<file path="src/rtl/mcc_seq_adder_ctrl.sv">
// mcc_seq_adder_ctrl
//   Performs one WIDTH-bit addition by time-multiplexing an external SLICE-bit
//   dynamic Manchester-carry-chain adder slice over WIDTH/SLICE chunks, LSB
//   chunk first. Each chunk gets PRE_CYCLES of precharge followed by
//   EVAL_CYCLES of evaluate. The carry out of one chunk is fed into the next.
//
// Ports
//   clk, rst_n           clock, asynchronous active-low reset
//   in_valid/in_ready    operand handshake (ready only in IDLE)
//   in_a, in_b, in_cin   operands and carry-in
//   out_valid/out_ready  result handshake
//   out_sum, out_cout    result, held stable while out_valid is high
//   busy                 high while an operation is in flight (PRE/EVAL/DONE)
//   slc_pre, slc_eval    precharge / evaluate phase strobes to the slice
//   slc_a, slc_b, slc_cin  current chunk operands and carry into the slice
//   slc_sum, slc_cout    slice results, sampled on the last evaluate cycle
module mcc_seq_adder_ctrl #(
    parameter int WIDTH       = 64,
    parameter int SLICE       = 16,
    parameter int PRE_CYCLES  = 1,
    parameter int EVAL_CYCLES = 1
) (
    input  logic             clk,
    input  logic             rst_n,
    input  logic             in_valid,
    output logic             in_ready,
    input  logic [WIDTH-1:0] in_a,
    input  logic [WIDTH-1:0] in_b,
    input  logic             in_cin,
    output logic             out_valid,
    input  logic             out_ready,
    output logic [WIDTH-1:0] out_sum,
    output logic             out_cout,
    output logic             busy,
    output logic             slc_pre,
    output logic             slc_eval,
    output logic [SLICE-1:0] slc_a,
    output logic [SLICE-1:0] slc_b,
    output logic             slc_cin,
    input  logic [SLICE-1:0] slc_sum,
    input  logic             slc_cout
);

    localparam int N    = WIDTH / SLICE;
    localparam int CW   = (N > 1) ? $clog2(N) : 1;
    localparam int PMAX = (PRE_CYCLES > EVAL_CYCLES) ? PRE_CYCLES : EVAL_CYCLES;
    localparam int PW   = (PMAX > 1) ? $clog2(PMAX) : 1;

    localparam logic [CW-1:0] LAST_CHUNK = CW'(N - 1);
    localparam logic [PW-1:0] PRE_LAST   = PW'(PRE_CYCLES - 1);
    localparam logic [PW-1:0] EVAL_LAST  = PW'(EVAL_CYCLES - 1);

    generate
        if ((WIDTH % SLICE != 0) || (SLICE < 4) || (PRE_CYCLES < 1) || (EVAL_CYCLES < 1)) begin : g_bad_params
            $error("mcc_seq_adder_ctrl: illegal WIDTH/SLICE/PRE_CYCLES/EVAL_CYCLES combination");
        end
    endgenerate

    typedef enum logic [1:0] {
        ST_IDLE = 2'd0,
        ST_PRE  = 2'd1,
        ST_EVAL = 2'd2,
        ST_DONE = 2'd3
    } state_t;

    state_t           state_q, state_d;
    logic [CW-1:0]    chunk_q, chunk_d;
    logic [PW-1:0]    phase_q, phase_d;
    // Operands are kept pre-shifted so the next chunk is always in the low bits.
    logic [WIDTH-1:0] a_q, a_d;
    logic [WIDTH-1:0] b_q, b_d;
    // Result accumulates from the top down; after N chunks chunk 0 sits at the LSB.
    logic [WIDTH-1:0] res_q, res_d;
    logic [WIDTH-1:0] res_shift;
    logic [WIDTH-1:0] out_sum_q, out_sum_d;
    logic             out_cout_q, out_cout_d;
    logic             out_valid_q, out_valid_d;
    logic             in_ready_q, in_ready_d;
    logic             busy_q, busy_d;
    logic             slc_pre_q, slc_pre_d;
    logic             slc_eval_q, slc_eval_d;
    logic [SLICE-1:0] slc_a_q, slc_a_d;
    logic [SLICE-1:0] slc_b_q, slc_b_d;
    // slc_cin_q doubles as the inter-chunk carry register.
    logic             slc_cin_q, slc_cin_d;

    // Next-state and next-output computation for the sequencer FSM.
    always_comb begin
        state_d     = state_q;
        chunk_d     = chunk_q;
        phase_d     = phase_q;
        a_d         = a_q;
        b_d         = b_q;
        res_d       = res_q;
        out_sum_d   = out_sum_q;
        out_cout_d  = out_cout_q;
        out_valid_d = out_valid_q;
        in_ready_d  = in_ready_q;
        busy_d      = busy_q;
        slc_pre_d   = slc_pre_q;
        slc_eval_d  = slc_eval_q;
        slc_a_d     = slc_a_q;
        slc_b_d     = slc_b_q;
        slc_cin_d   = slc_cin_q;

        res_shift                      = res_q >> SLICE;
        res_shift[WIDTH-1 -: SLICE]    = slc_sum;

        case (state_q)
            ST_IDLE: begin
                if (in_valid) begin
                    state_d    = ST_PRE;
                    chunk_d    = '0;
                    phase_d    = '0;
                    a_d        = in_a >> SLICE;
                    b_d        = in_b >> SLICE;
                    res_d      = '0;
                    slc_a_d    = in_a[SLICE-1:0];
                    slc_b_d    = in_b[SLICE-1:0];
                    slc_cin_d  = in_cin;
                    slc_pre_d  = 1'b1;
                    in_ready_d = 1'b0;
                    busy_d     = 1'b1;
                end else begin
                    state_d = ST_IDLE;
                end
            end
            ST_PRE: begin
                if (phase_q == PRE_LAST) begin
                    state_d    = ST_EVAL;
                    phase_d    = '0;
                    slc_pre_d  = 1'b0;
                    slc_eval_d = 1'b1;
                end else begin
                    phase_d = phase_q + PW'(1);
                end
            end
            ST_EVAL: begin
                if (phase_q == EVAL_LAST) begin
                    phase_d    = '0;
                    slc_eval_d = 1'b0;
                    res_d      = res_shift;
                    if (chunk_q == LAST_CHUNK) begin
                        state_d     = ST_DONE;
                        out_sum_d   = res_shift;
                        out_cout_d  = slc_cout;
                        out_valid_d = 1'b1;
                    end else begin
                        // Next chunk's operands and carry change only here, on PRE entry.
                        state_d   = ST_PRE;
                        chunk_d   = chunk_q + CW'(1);
                        a_d       = a_q >> SLICE;
                        b_d       = b_q >> SLICE;
                        slc_a_d   = a_q[SLICE-1:0];
                        slc_b_d   = b_q[SLICE-1:0];
                        slc_cin_d = slc_cout;
                        slc_pre_d = 1'b1;
                    end
                end else begin
                    phase_d = phase_q + PW'(1);
                end
            end
            ST_DONE: begin
                // Returning to IDLE never accepts an operand in the same cycle.
                if (out_ready) begin
                    state_d     = ST_IDLE;
                    out_valid_d = 1'b0;
                    in_ready_d  = 1'b1;
                    busy_d      = 1'b0;
                end else begin
                    state_d = ST_DONE;
                end
            end
            default: begin
                state_d     = ST_IDLE;
                out_valid_d = 1'b0;
                in_ready_d  = 1'b1;
                busy_d      = 1'b0;
                slc_pre_d   = 1'b0;
                slc_eval_d  = 1'b0;
            end
        endcase
    end

    // State and output registers; asynchronous reset aborts any operation.
    always_ff @(posedge clk or negedge rst_n) begin
        if (!rst_n) begin
            state_q     <= ST_IDLE;
            chunk_q     <= '0;
            phase_q     <= '0;
            a_q         <= '0;
            b_q         <= '0;
            res_q       <= '0;
            out_sum_q   <= '0;
            out_cout_q  <= 1'b0;
            out_valid_q <= 1'b0;
            in_ready_q  <= 1'b1;
            busy_q      <= 1'b0;
            slc_pre_q   <= 1'b0;
            slc_eval_q  <= 1'b0;
            slc_a_q     <= '0;
            slc_b_q     <= '0;
            slc_cin_q   <= 1'b0;
        end else begin
            state_q     <= state_d;
            chunk_q     <= chunk_d;
            phase_q     <= phase_d;
            a_q         <= a_d;
            b_q         <= b_d;
            res_q       <= res_d;
            out_sum_q   <= out_sum_d;
            out_cout_q  <= out_cout_d;
            out_valid_q <= out_valid_d;
            in_ready_q  <= in_ready_d;
            busy_q      <= busy_d;
            slc_pre_q   <= slc_pre_d;
            slc_eval_q  <= slc_eval_d;
            slc_a_q     <= slc_a_d;
            slc_b_q     <= slc_b_d;
            slc_cin_q   <= slc_cin_d;
        end
    end

    assign in_ready  = in_ready_q;
    assign out_valid = out_valid_q;
    assign out_sum   = out_sum_q;
    assign out_cout  = out_cout_q;
    assign busy      = busy_q;
    assign slc_pre   = slc_pre_q;
    assign slc_eval  = slc_eval_q;
    assign slc_a     = slc_a_q;
    assign slc_b     = slc_b_q;
    assign slc_cin   = slc_cin_q;

endmodule

</file>
<file path="config.mk">
export PLATFORM = sky130hd
export DESIGN_NAME = mcc_seq_adder_ctrl
export DESIGN_NICKNAME = d
export VERILOG_FILES = /design/src/rtl/mcc_seq_adder_ctrl.sv
export SDC_FILE = /design/constraint.sdc
export NUM_CORES = 1
export LEC_CHECK = 0
export CAP_MARGIN = 10
export CORE_ASPECT_RATIO = 0.75
export CORE_MARGIN = 2
export CORE_UTILIZATION = 50
export DETAILED_ROUTE_END_ITERATION = 12
export PLACE_DENSITY = 0.8
export SLEW_MARGIN = 10
export SYNTH_ARGS = -nofsm -noshare
export SYNTH_HDL_FRONTEND = slang
export SYNTH_SLANG_ARGS = --single-unit
</file>
<file path="constraint.sdc">
create_clock -name clk -period 3.8 [get_ports clk]
set_input_delay 0.57 -clock clk [delete_from_list [all_inputs] [get_ports clk]]
set_output_delay 0.57 -clock clk [all_outputs]
set_load 0.02 [all_outputs]
</file>
==> impl_metrics.py <==
metrics = {
    "run_status": {
        "status": "complete, no violations",
    },
    "drt": {
        "wl_um": 24280,
        "ant_nets": 0,
        "vias_per_cell": 5.128,
        "drt-initial-drc-count": 354,
        "avgRoutedWirePerCell_um": 18.23,
        "vias": 6831,
        "drc": 0,
        "drt_pass1_iterations": 5,
    },
    "timing": {
        "finalClockSkew_ns": 0.008375,
        "fmax_ghz": 0.3585,
        "tns_ns": 0,
        "min_period_over_period_pct": 73.41,
        "finalMaxSlewViolations": 0,
        "layout_setup_ws_ns": 1.010,
        "rsz0062_at_grt": "no",
        "whs_ns": 0.08592,
        "fin_crit_ns": 2.790,
        "worst_pin_slew_ns": 0.9869,
        "slew-limit-headroom_pct": 34.21,
        "hold_viol": 0,
        "setup_viol": 0,
    },
    "setup_path": {
        "worstPathRequired_ns": 4.18,
        "end_kind": "flop",
        "r2r_slack_ns": 1.01,
        "startpoint_type": "flop",
        "crit_arrival_ns": 3.17,
        "path_class": "flop to flop",
        "path_max_fanout": 45,
    },
    "placement": {
        "place_congestion": 0.7551,
        "dpl_cell_area_mm2": 0.01350,
        "io_buffers": 252,
        "dp_hpwl_um": 16380,
        "dpl_worst_slack_ns": 0.8813,
    },
    "worst_hold_path": {
        "hold_class": "primary input to async pin",
    },
    "synth": {
        "synthTopCellsByArea": "dfrtp_1 59%, mux2_2 26%, nand2_1 3.5%",
        "yosysWarnings": 0,
        "synth_top_area_share_pct": 58.59,
        "synth_cells": 785,
        "syn_area_per_cell_um2": 13.60,
        "ys_ff_latch": 251,
        "syn_nets": 943,
        "syn_area_mm2": 0.01068,
        "synth_top_area_cell": "dfrtp_1",
        "ys_seq_area_share_pct": 58.84,
        "synth.distinct_cells": 28,
    },
    "pwr": {
        "p_leak_nw": 6.103,
        "switching_share_pct": 32.61,
        "ir_drop_v": 0.0004141,
        "power_frac_comb_pct": 41.4,
        "p_switching_mw": 3.765,
        "seqPwrFrac_pct": 37.1,
        "power.density_mw_per_mm2": 804.8,
        "p_clk_share_pct": 21.6,
        "internal_power_mw": 7.780,
        "p_total_mw": 11.54,
    },
    "clocking": {
        "worstSkewPairLatency_ns": 0.50,
        "cts_hold_buf": 0,
        "cts_max_path_buffers": 3,
        "cts_root_buffer": "clkbuf_16",
        "cts_setup_buffers": 0,
        "numCtsBuffers": 25,
        "cts_sinks": 251,
        "ctsResizeCount": 0,
        "cts_tree": "done",
        "cts_max_level": 1,
        "clkTransAtPathRegs_ns": 0.06,
    },
    "finish": {
        "drive_gt1_share_pct": 29.85,
        "fin_area_mm2": 0.01434,
        "syn_to_final_growth_pct": 34.33,
        "final_cell_mix": "251 x mux2_2, 251 x clkdlybuf4s50_1, 250 x dfrtp_1",
        "final_nets": 1182,
    },
    "floorplan": {
        "num_rows": 46,
        "die-width_um": 172.7,
        "initial_core_util_pct": 50.69,
        "dieArea_mm2": 0.02255,
        "ios": 253,
        "core-area_mm2": 0.02107,
        "die_y_um": 130.6,
    },
    "global_routing": {
        "antenna_found_initial": 0,
        "track_usage_pct": 21.28,
        "grt_max_degree": 97,
        "grt_pass1_vias": 7009,
        "grt_pass1_wl_um": 38420,
        "grt.overflow.total": 0,
    },
    "job": {
        "max-cap-violations": 0,
    },
}
## kinds of logic after synthesis
kind of cell / Yosys count / share of synthesized area (%)
simple gates: 111 / 4.160
compound gates: 92 / 5.730
buf+inv: 58 / 2.449
fa+ha+maj: 8 / 0.9375
flops: 251 / 58.84
mux: 265 / 27.89
## layer usage
layer	GRT usage, %	part of all wire [%]	vias to the layer above
li1	-	-	3253
met1	29.56	46	3363
met2	33.85	47	171
met3	4.745	5.1	44
met4	6.830	2.9	0
met5	0	0	-
## registers in the layout, summed over array words and instances, names as in the netlist, 2 cells and up
name and cells:
a_q 48, chunk_q 2, state_q 2, b_q 48, slc_b 16, res_q 48, out_sum 64, slc_a 16
## layout make-up
type / instances / area [um2]
Fill cell: 1591 / 6721
Sequential cell: 251 / 6282
Multi-Input combinational cell: 476 / 4164
Timing Repair Buffer: 264 / 2668
Clock buffer: 38 / 754.5
Tap cell: 288 / 360.3
Clock inverter: 7 / 87.58
Inverter: 6 / 22.52
Antenna cell: 2 / 5.005
## path summary, 6_finish.rpt
path	endpoint	depth (start not counted)	startpoint
setup / recovery	a_q[7]$_DFFE_PN0P_	6	state_q[0]$_DFF_PN0_
hold / removal	res_q[55]$_DFFE_PN0P_	1	rst_n
setup reg to reg	a_q[7]$_DFFE_PN0P_	6	state_q[0]$_DFF_PN0_
hold reg to reg	res_q[16]$_DFFE_PN0P_	2	res_q[16]$_DFFE_PN0P_
max in group asynchronous	a_q[1]$_DFFE_PN0P_	2	rst_n
min in group clk	res_q[16]$_DFFE_PN0P_	2	res_q[16]$_DFFE_PN0P_
## critical path, stage by stage (launching register included)
cell	delay (ns)
dfrtp_1	0.42
inv_1	0.21
ha_4	0.48
nor2_1	0.15
a211oi_4	0.65
buf_12	0.32
mux2_2	0.37
## cell usage after synthesis
cell type    n
dfrtp_1    250
o21ai_0     54
dfstp_2      1
buf_1        1
mux2_1       9
mux2_2     251
nor2b_1      2
nand3_1      2
o31ai_1      1
a21o_1       1
nor2b_2      1
a211o_1      1
and2_1       1
nand2b_1     1
nand2_1    100
o41ai_1      1
inv_1        6
buf_6        1
buf_2       26
buf_4        1
a211oi_4     1
nor2_1       2
and3b_1      1
mux2i_1      5
ha_1         8
nand4b_1     1
a22o_1      33
clkbuf_1    23
## power groups by stage
stage | registers, mW | logic (mW) | clock network [mW]
2_1_floorplan | 4.64 | 2.78 | 0
6_report | 4.28 | 4.77 | 2.49
5_1_grt | 4.42 | 5.14 | 2.65
3_5_place_dp | 4.31 | 4.81 | 0
4_1_cts | 4.29 | 4.83 | 2.55
3_3_place_gp | 4.27 | 4.72 | 0
## per-stage QoR
stage / util [%] / instances
after floorplan: - / 785
after global placement: 64.07 / 1285
after detailed placement: 64.07 / 1285
after CTS: 68.07 / 1330
after global routing: 68.07 / 1330
final: 68.09 / 1332
Power figures use the tool's default switching activity.
